File: src/rtl/perceptron_layer_pkg.sv
// Shared Q-format widths, Heaviside levels, FSM encoding and saturation helper
// for the trainable perceptron layer.
package perceptron_layer_pkg;

  localparam int ARG_W    = 8;   // Q1.7 input
  localparam int WGT_W    = 16;  // Q8.8 weight / bias / error
  localparam int ACC_W    = 32;  // Q9.15 accumulator
  localparam int FRAC     = 8;
  localparam int ARG_FRAC = 7;

  localparam logic [ARG_W-1:0] HEAVI_HI = 8'hFF;
  localparam logic [ARG_W-1:0] HEAVI_LO = 8'h00;

  typedef enum logic [2:0] {
    ST_IDLE = 3'd0,
    ST_FWD  = 3'd1,
    ST_RES  = 3'd2,
    ST_ERR  = 3'd3,
    ST_BWD  = 3'd4,
    ST_FBK  = 3'd5
  } state_e;

  function automatic logic [WGT_W-1:0] sat16(input logic signed [ACC_W-1:0] v);
    if (v > 32'sd32767) begin
      return 16'h7FFF;
    end else if (v < -32'sd32768) begin
      return 16'h8000;
    end else begin
      return v[WGT_W-1:0];
    end
  endfunction

endpackage

File: src/rtl/perceptron_layer_if.sv
// Stream channels of the perceptron layer: forward arg/res and learning err/fbk,
// each a stb/rdy handshake, plus the learning enable sampled with the result.
interface perceptron_layer_if
  import perceptron_layer_pkg::*;
#(
  parameter int ARGD = 2,
  parameter int OUTD = 2
);

  logic                    en;
  logic                    arg_stb;
  logic [ARG_W*ARGD-1:0]   arg_dat;
  logic                    arg_rdy;
  logic                    res_stb;
  logic [ARG_W*OUTD-1:0]   res_dat;
  logic                    res_rdy;
  logic                    err_stb;
  logic [WGT_W*OUTD-1:0]   err_dat;
  logic                    err_rdy;
  logic                    fbk_stb;
  logic [WGT_W*ARGD-1:0]   fbk_dat;
  logic                    fbk_rdy;

  modport master (
    output en, arg_stb, arg_dat, res_rdy, err_stb, err_dat, fbk_rdy,
    input  arg_rdy, res_stb, res_dat, err_rdy, fbk_stb, fbk_dat
  );

  modport slave (
    input  en, arg_stb, arg_dat, res_rdy, err_stb, err_dat, fbk_rdy,
    output arg_rdy, res_stb, res_dat, err_rdy, fbk_stb, fbk_dat
  );

endinterface

File: src/rtl/perceptron_layer_weights.sv
// Weight/bias register bank: one combinational read port, one write port,
// synchronous clear on reset. Word j*(ARGD+1)+k holds w[j][k]; k==ARGD is the bias.
module perceptron_layer_weights
  import perceptron_layer_pkg::*;
#(
  parameter int DEPTH = 6,
  parameter int AW    = 3
) (
  input  logic             clk_i,
  input  logic             rst_i,
  input  logic [AW-1:0]    rd_addr_i,
  output logic [WGT_W-1:0] rd_data_o,
  input  logic             we_i,
  input  logic [AW-1:0]    wr_addr_i,
  input  logic [WGT_W-1:0] wr_data_i
);

  logic [WGT_W-1:0] mem_q [DEPTH];

  // Storage update: clear on reset, otherwise single-word write
  always_ff @(posedge clk_i) begin
    if (rst_i) begin
      for (int n = 0; n < DEPTH; n++) begin
        mem_q[n] <= '0;
      end
    end else if (we_i) begin
      mem_q[wr_addr_i] <= wr_data_i;
    end
  end

  assign rd_data_o = mem_q[rd_addr_i];

endmodule

File: src/rtl/perceptron_layer.sv
// Trainable single-layer perceptron: one time-multiplexed MAC walks every
// (neuron, input/bias) word for the forward pass and again for the learning pass.
module perceptron_layer
  import perceptron_layer_pkg::*;
#(
  parameter int ARGD = 2,
  parameter int OUTD = 2,
  parameter int RATE = 1
) (
  input  logic              clk_i,
  input  logic              rst_i,
  perceptron_layer_if.slave bus
);

  localparam int N  = OUTD * (ARGD + 1);
  localparam int AW = $clog2(N + 1);
  localparam int KW = $clog2(ARGD + 1);
  localparam int JW = $clog2(OUTD + 1);
  localparam logic [AW-1:0] ADDR_LAST = AW'(N - 1);
  localparam logic [AW-1:0] ADDR_END  = AW'(N);
  localparam logic [KW-1:0] K_BIAS    = KW'(ARGD);

  state_e state_q, state_d;

  logic [AW-1:0]           addr_q;
  logic [KW-1:0]           k_q;
  logic [JW-1:0]           j_q;
  logic [ARG_W*ARGD-1:0]   arg_q;
  logic [WGT_W*OUTD-1:0]   err_q;
  logic signed [ACC_W-1:0] acc_q;
  logic [ACC_W*ARGD-1:0]   fbk_q;
  logic [ARG_W*OUTD-1:0]   res_q;

  logic                    is_bias_s;
  logic                    we_s;
  logic [KW-1:0]           k_arg_s;
  logic [AW-1:0]           rd_addr_s;
  logic [WGT_W-1:0]        rd_data_s;
  logic [WGT_W-1:0]        wr_data_s;
  logic [ARG_W-1:0]        arg_sel_s;
  logic [WGT_W-1:0]        err_sel_s;
  logic signed [ACC_W-1:0] arg_x_s, err_x_s, wgt_x_s;
  logic signed [ACC_W-1:0] fwd_term_s, sum_s, fbk_term_s, fbk_sum_s, upd_s;
  logic [AW-1:0]           addr_nx_s;
  logic [KW-1:0]           k_nx_s;
  logic [JW-1:0]           j_nx_s;

  perceptron_layer_weights #(
    .DEPTH (N),
    .AW    (AW)
  ) u_wgt (
    .clk_i     (clk_i),
    .rst_i     (rst_i),
    .rd_addr_i (rd_addr_s),
    .rd_data_o (rd_data_s),
    .we_i      (we_s),
    .wr_addr_i (addr_q),
    .wr_data_i (wr_data_s)
  );

  // State register
  always_ff @(posedge clk_i) begin
    if (rst_i) begin
      state_q <= ST_IDLE;
    end else begin
      state_q <= state_d;
    end
  end

  // Next-state logic
  always_comb begin
    state_d = state_q;
    case (state_q)
      ST_IDLE: if (bus.arg_stb) state_d = ST_FWD; else state_d = ST_IDLE;
      ST_FWD:  if (addr_q == ADDR_END) state_d = ST_RES; else state_d = ST_FWD;
      ST_RES: begin
        if (bus.res_rdy) state_d = bus.en ? ST_ERR : ST_IDLE;
        else state_d = ST_RES;
      end
      ST_ERR:  if (bus.err_stb) state_d = ST_BWD; else state_d = ST_ERR;
      ST_BWD:  if (addr_q == ADDR_LAST) state_d = ST_FBK; else state_d = ST_BWD;
      ST_FBK:  if (bus.fbk_rdy) state_d = ST_IDLE; else state_d = ST_FBK;
      default: state_d = ST_IDLE;
    endcase
  end

  // MAC operands, forward/learning arithmetic and index stepping
  always_comb begin
    is_bias_s  = (k_q == K_BIAS);
    k_arg_s    = is_bias_s ? '0 : k_q;
    rd_addr_s  = (addr_q == ADDR_END) ? '0 : addr_q;
    arg_sel_s  = arg_q[ARG_W*k_arg_s +: ARG_W];
    err_sel_s  = err_q[WGT_W*j_q +: WGT_W];
    arg_x_s    = {{(ACC_W-ARG_W){arg_sel_s[ARG_W-1]}}, arg_sel_s};
    err_x_s    = {{(ACC_W-WGT_W){err_sel_s[WGT_W-1]}}, err_sel_s};
    wgt_x_s    = {{(ACC_W-WGT_W){rd_data_s[WGT_W-1]}}, rd_data_s};
    // Bias is Q8.8; shifting by 7 aligns it with the Q9.15 arg*w products
    fwd_term_s = is_bias_s ? (wgt_x_s <<< ARG_FRAC) : (arg_x_s * wgt_x_s);
    sum_s      = acc_q + fwd_term_s;
    fbk_term_s = (err_x_s * wgt_x_s) >>> FRAC;
    fbk_sum_s  = $signed(fbk_q[ACC_W*k_arg_s +: ACC_W]) + fbk_term_s;
    upd_s      = is_bias_s ? (err_x_s >>> RATE)
                           : (((err_x_s * arg_x_s) >>> ARG_FRAC) >>> RATE);
    wr_data_s  = sat16(wgt_x_s + upd_s);
    we_s       = (state_q == ST_BWD);
    addr_nx_s  = addr_q + AW'(1);
    if (addr_q == ADDR_LAST) begin
      k_nx_s = '0;
      j_nx_s = '0;
    end else if (is_bias_s) begin
      k_nx_s = '0;
      j_nx_s = j_q + JW'(1);
    end else begin
      k_nx_s = k_q + KW'(1);
      j_nx_s = j_q;
    end
  end

  // Datapath registers: operand latches, accumulators, results, indices
  always_ff @(posedge clk_i) begin
    if (rst_i) begin
      addr_q <= '0;
      k_q    <= '0;
      j_q    <= '0;
      arg_q  <= '0;
      err_q  <= '0;
      acc_q  <= '0;
      fbk_q  <= '0;
      res_q  <= '0;
    end else begin
      case (state_q)
        ST_IDLE: begin
          if (bus.arg_stb) begin
            arg_q  <= bus.arg_dat;
            acc_q  <= '0;
            fbk_q  <= '0;
            addr_q <= '0;
            k_q    <= '0;
            j_q    <= '0;
          end
        end
        ST_FWD: begin
          if (addr_q != ADDR_END) begin
            if (is_bias_s) begin
              res_q[ARG_W*j_q +: ARG_W] <= (sum_s >= 32'sd0) ? HEAVI_HI : HEAVI_LO;
              acc_q <= '0;
            end else begin
              acc_q <= sum_s;
            end
            addr_q <= addr_nx_s;
            k_q    <= k_nx_s;
            j_q    <= j_nx_s;
          end
        end
        ST_RES: begin
          if (bus.res_rdy) begin
            addr_q <= '0;
            k_q    <= '0;
            j_q    <= '0;
          end
        end
        ST_ERR: begin
          if (bus.err_stb) begin
            err_q <= bus.err_dat;
          end
        end
        ST_BWD: begin
          if (!is_bias_s) begin
            fbk_q[ACC_W*k_arg_s +: ACC_W] <= fbk_sum_s;
          end
          addr_q <= addr_nx_s;
          k_q    <= k_nx_s;
          j_q    <= j_nx_s;
        end
        default: begin
        end
      endcase
    end
  end

  assign bus.arg_rdy = (state_q == ST_IDLE);
  assign bus.res_stb = (state_q == ST_RES);
  assign bus.err_rdy = (state_q == ST_ERR);
  assign bus.fbk_stb = (state_q == ST_FBK);
  assign bus.res_dat = res_q;

  for (genvar i = 0; i < ARGD; i++) begin : g_fbk
    assign bus.fbk_dat[WGT_W*i +: WGT_W] = sat16($signed(fbk_q[ACC_W*i +: ACC_W]));
  end

endmodule

File: src/flat_wrapper.sv
// flat-port wrapper written by rule: the top's interface ports become plain ports
module perceptron_layer_flat import perceptron_layer_pkg::*;
#(
  parameter int ARGD = 2,
  parameter int OUTD = 2,
  parameter int RATE = 1
)
  (clk_i, rst_i, bus_en, bus_arg_stb, bus_arg_dat, bus_res_rdy, bus_err_stb, bus_err_dat, bus_fbk_rdy, bus_arg_rdy, bus_res_stb, bus_res_dat, bus_err_rdy, bus_fbk_stb, bus_fbk_dat);
  perceptron_layer_if #(.ARGD(ARGD), .OUTD(OUTD)) bus_i ();
  input  logic clk_i;
  input  logic rst_i;
  input wire logic [$bits(bus_i.en)-1:0] bus_en;
  input wire logic [$bits(bus_i.arg_stb)-1:0] bus_arg_stb;
  input wire logic [$bits(bus_i.arg_dat)-1:0] bus_arg_dat;
  input wire logic [$bits(bus_i.res_rdy)-1:0] bus_res_rdy;
  input wire logic [$bits(bus_i.err_stb)-1:0] bus_err_stb;
  input wire logic [$bits(bus_i.err_dat)-1:0] bus_err_dat;
  input wire logic [$bits(bus_i.fbk_rdy)-1:0] bus_fbk_rdy;
  output wire logic [$bits(bus_i.arg_rdy)-1:0] bus_arg_rdy;
  output wire logic [$bits(bus_i.res_stb)-1:0] bus_res_stb;
  output wire logic [$bits(bus_i.res_dat)-1:0] bus_res_dat;
  output wire logic [$bits(bus_i.err_rdy)-1:0] bus_err_rdy;
  output wire logic [$bits(bus_i.fbk_stb)-1:0] bus_fbk_stb;
  output wire logic [$bits(bus_i.fbk_dat)-1:0] bus_fbk_dat;
  assign bus_i.en = bus_en;
  assign bus_i.arg_stb = bus_arg_stb;
  assign bus_i.arg_dat = bus_arg_dat;
  assign bus_i.res_rdy = bus_res_rdy;
  assign bus_i.err_stb = bus_err_stb;
  assign bus_i.err_dat = bus_err_dat;
  assign bus_i.fbk_rdy = bus_fbk_rdy;
  assign bus_arg_rdy = bus_i.arg_rdy;
  assign bus_res_stb = bus_i.res_stb;
  assign bus_res_dat = bus_i.res_dat;
  assign bus_err_rdy = bus_i.err_rdy;
  assign bus_fbk_stb = bus_i.fbk_stb;
  assign bus_fbk_dat = bus_i.fbk_dat;
  perceptron_layer #(.ARGD(ARGD), .OUTD(OUTD), .RATE(RATE)) u_core (.clk_i(clk_i), .rst_i(rst_i), .bus(bus_i));
endmodule
File: config.mk
export PLATFORM = sky130hd
export DESIGN_NAME = perceptron_layer_flat
export DESIGN_NICKNAME = d
export VERILOG_FILES = /design/src/rtl/perceptron_layer_pkg.sv /design/src/rtl/perceptron_layer_if.sv /design/src/rtl/perceptron_layer_weights.sv /design/src/rtl/perceptron_layer.sv /design/src/flat_wrapper.sv
export SDC_FILE = /design/constraint.sdc
export NUM_CORES = 2
export LEC_CHECK = 0
export CAP_MARGIN = 20
export CORE_UTILIZATION = 45
export DETAILED_ROUTE_END_ITERATION = 6
export GPL_ROUTABILITY_DRIVEN = 0
export PLACE_DENSITY = 0.69
export SLEW_MARGIN = 20
export SYNTH_ARGS = -nofsm -noshare
export SYNTH_HDL_FRONTEND = slang
export SYNTH_SLANG_ARGS = --single-unit
File: constraint.sdc
create_clock -name clk_i -period 10.8 [get_ports clk_i]
set_input_delay 1.62 -clock clk_i [delete_from_list [all_inputs] [get_ports clk_i]]
set_output_delay 1.62 -clock clk_i [all_outputs]
set_load 0.1 [all_outputs]
==> impl_metrics.ini <==
[worst_setup_path]
critPathSlowestCell = fa_1
cp_data_arrival_time_ns = 10.75
crit_path_start_kind = flip-flop
critical_path_class = flip-flop to flip-flop
end_kind = flip-flop
cp_max_fo = 16
worstPathRequired_ns = 11.26
cpPeakStageDelay_ns = 0.60
rr_startpoint = u_core.addr_q[0]
crit_start = u_core.addr_q[0]

[global_route]
grt_pass1_wl_mm = 154.6
antenna_found_initial = 2
grt_overflow = 0
track_usage_pct = 25.35
grt_max_degree = 78
grt_pass1_vias = 28044

[power_and_ir_drop]
p_total_uw = 3464
ir_worst_vdd_uv = 101.8
p_per_area_nw_per_um2 = 91.07
p_leak_uw = 0.01752

[floorplanning]
ios = 107
die_w_um = 278.4
fp.coreArea_um2 = 75070
start_util_pct = 45.79
die_area_um2 = 77500
rows = 100
die_h_um = 278.4

[synthesis]
postSynthAreaPerCell_um2 = 8.707
synth_seq_cells = 284
synth_ff_type = dfxtp_1
synth-seq-area-share_pct = 20.27
syn_area_um2 = 34380
ys_warn_count = 0
synth_cells = 3948
syn_nets = 4723
async_flop_share_pct = 0
synth_edf_count = 128
synth.distinct_cells = 80

[route]
postRouteAntennaNets = 0
vias_per_cell = 5.586
drtPass1Iterations = 7
vias = 27837
drcViolationCount = 0
initialDrtViolationCount = 2352
wl_mm = 95.50
wire_per_inst_um = 19.16

[finish]
nets = 4764
n_fill_cell = 7032
layout_common_cells = inv_1 (627), nor2_1 (558), fa_1 (469), nand2_1 (355), ha_1 (251)
layout_commonest_cell = inv_1
fin_cells = 4983
drive_above_1_share_pct = 7.152
syn2layout_area_growth_pct = 10.66

[clocking]
clock_latency_ns = 0.59
cts_root_buf = clkbuf_16
htreeDepth = 2
clk_pin_slew_ns = 0.06
cts_buffers = 34
ctsHoldBuffers = 0
cts_tree = done
cts.sinks = 284
cts_max_path_buffers = 3

[sta]
timing.final.max_slew_violations = 0
timing.final.crit_period_ns = 10.29
relSlewSlack_pct = 31.88
rsz0062_at_grt = false
period_share_pct = 95.28
worst_slack_ns = 0.5100
finalHoldViolCount = 0
finalSetupViolCount = 0
fmax_mhz = 97.18
worst_slew_pin_slew_ns = 1.019
holdWs_ns = 0.4537
tns_ns = 0
finalClockSkew_ns = 0.03399

[placed_design]
dp_hpwl_mm = 74.32
port_buffers = 106
pre_cts_ws_ns = 0.06301
dp.cells = 4920

[worst_hold_path]
worst_hold_startpoint = u_core.err_q[29]
hp-class = flip-flop to flip-flop

[flow_run]
max_cap_viol_count = 0

[status]
status = finished clean
==> report_power, final <==
part / leakage, µW / internal (µW) / switching (µW) / total, µW
registers: 0.00248 / 1160 / 21.1 / 1180
logic: 0.0145 / 396 / 610 / 1010
clock network: 0.000586 / 768 / 513 / 1280
total: 0.0175 / 2320 / 1140 / 3460
==> what timing repair did <==
action / 4_1_cts / 5_1_grt
resized for setup: 1 / 16
buffers inserted: 0 / 2
pin swaps: 0 / 1
setup endpoints to repair: 4 / 36
==> flip-flops by register name, summed over array words and instances (netlist names) <==
register,flops
u_core.arg_q,16
u_core.addr_q,3
u_core.state_q,3
u_core.acc_q,32
u_core.u_wgt.mem_q,128
u_core.err_q,32
u_core.k_q,2
u_core.fbk_q,64
u_core.bus.res_dat,2
u_core.j_q,2
==> area by class of cell <==
class	instances	area, µm²	share of cell area, %
clock buffers	39	889.6	2.339
flip-flops and latches	284	6969	18.32
clock inverters	21	330.3	0.8683
well taps	969	1212	3.187
multi-input cells	2811	24280	63.82
repair buffers	225	1981	5.207
diodes	1	2.502	0.006578
inverters	633	2380	6.256
==> synthesized netlist by cell type (all sizes together) (27+ instances only) <==
cell / count / area, µm²
clkbuf: 180 / 675.7
o21ai: 175 / 879.6
o21a: 49 / 367.9
a21o: 57 / 427.9
edfxtp: 128 / 3844
nor3: 41 / 216.5
nand3b: 33 / 247.7
nand2: 357 / 1340
a21oi: 204 / 1025
buf: 40 / 221.5
or2: 33 / 206.5
nor2: 560 / 2102
a31oi: 31 / 193.9
dfxtp: 156 / 3123
nand3: 36 / 180.2
fa: 469 / 9389
inv: 630 / 2365
nor2b: 27 / 168.9
ha: 251 / 3141
xor2: 45 / 394.1
xnor2: 101 / 884.6
a22oi: 40 / 300.3
==> worst max-delay path: cells and delay by family, from the launching register on <==
family	cells	cell delay (ns)
XOR/XNOR	2	0.43
adder cells (fa/ha/maj)	9	4.13
AO/OA/AOI/OAI	13	2.82
flip-flops	1	0.35
AND/OR/NAND/NOR	3	0.62
buffers and inverters	11	1.58
multiplexers	1	0.24
==> final timing paths <==
kind / depth (start not counted) / end / slack, ns
max: 39 / u_core.fbk_q[30] / 0.51
min: 2 / u_core.err_q[29] / 0.45
max reg2reg: 39 / u_core.fbk_q[30] / 0.51
min reg2reg: 2 / u_core.err_q[29] / 0.45
==> metal layers <==
metal  vias to the layer above  track usage [%]  part of all wire [%]
li1                      12814                -                     -
met1                     13637            34.14                    41
met2                      1166            40.14                    45
met3                       218            5.440                   9.5
met4                         2            9.095                   3.9
met5                         -                0                 0.019
==> cell families after synthesis <==
logic type	after synthesis	share of synthesized area [%]
XOR/XNOR	146	3.720
buffers and inverters	853	9.521
AND/OR/NAND/NOR	1177	14.72
AO/OA/AOI/OAI	704	12.87
adder cells (fa/ha/maj)	720	36.45
flip-flops	284	20.27
multiplexers	64	2.460
==> through the flow <==
stage	cell area (µm²)	util [%]
detailed placement	36740	48.94
global placement	36740	48.94
finish	38040	50.67
global route	38040	50.67
CTS	37960	50.57
floorplan	34380	-
(Power assumes the default switching activity.)
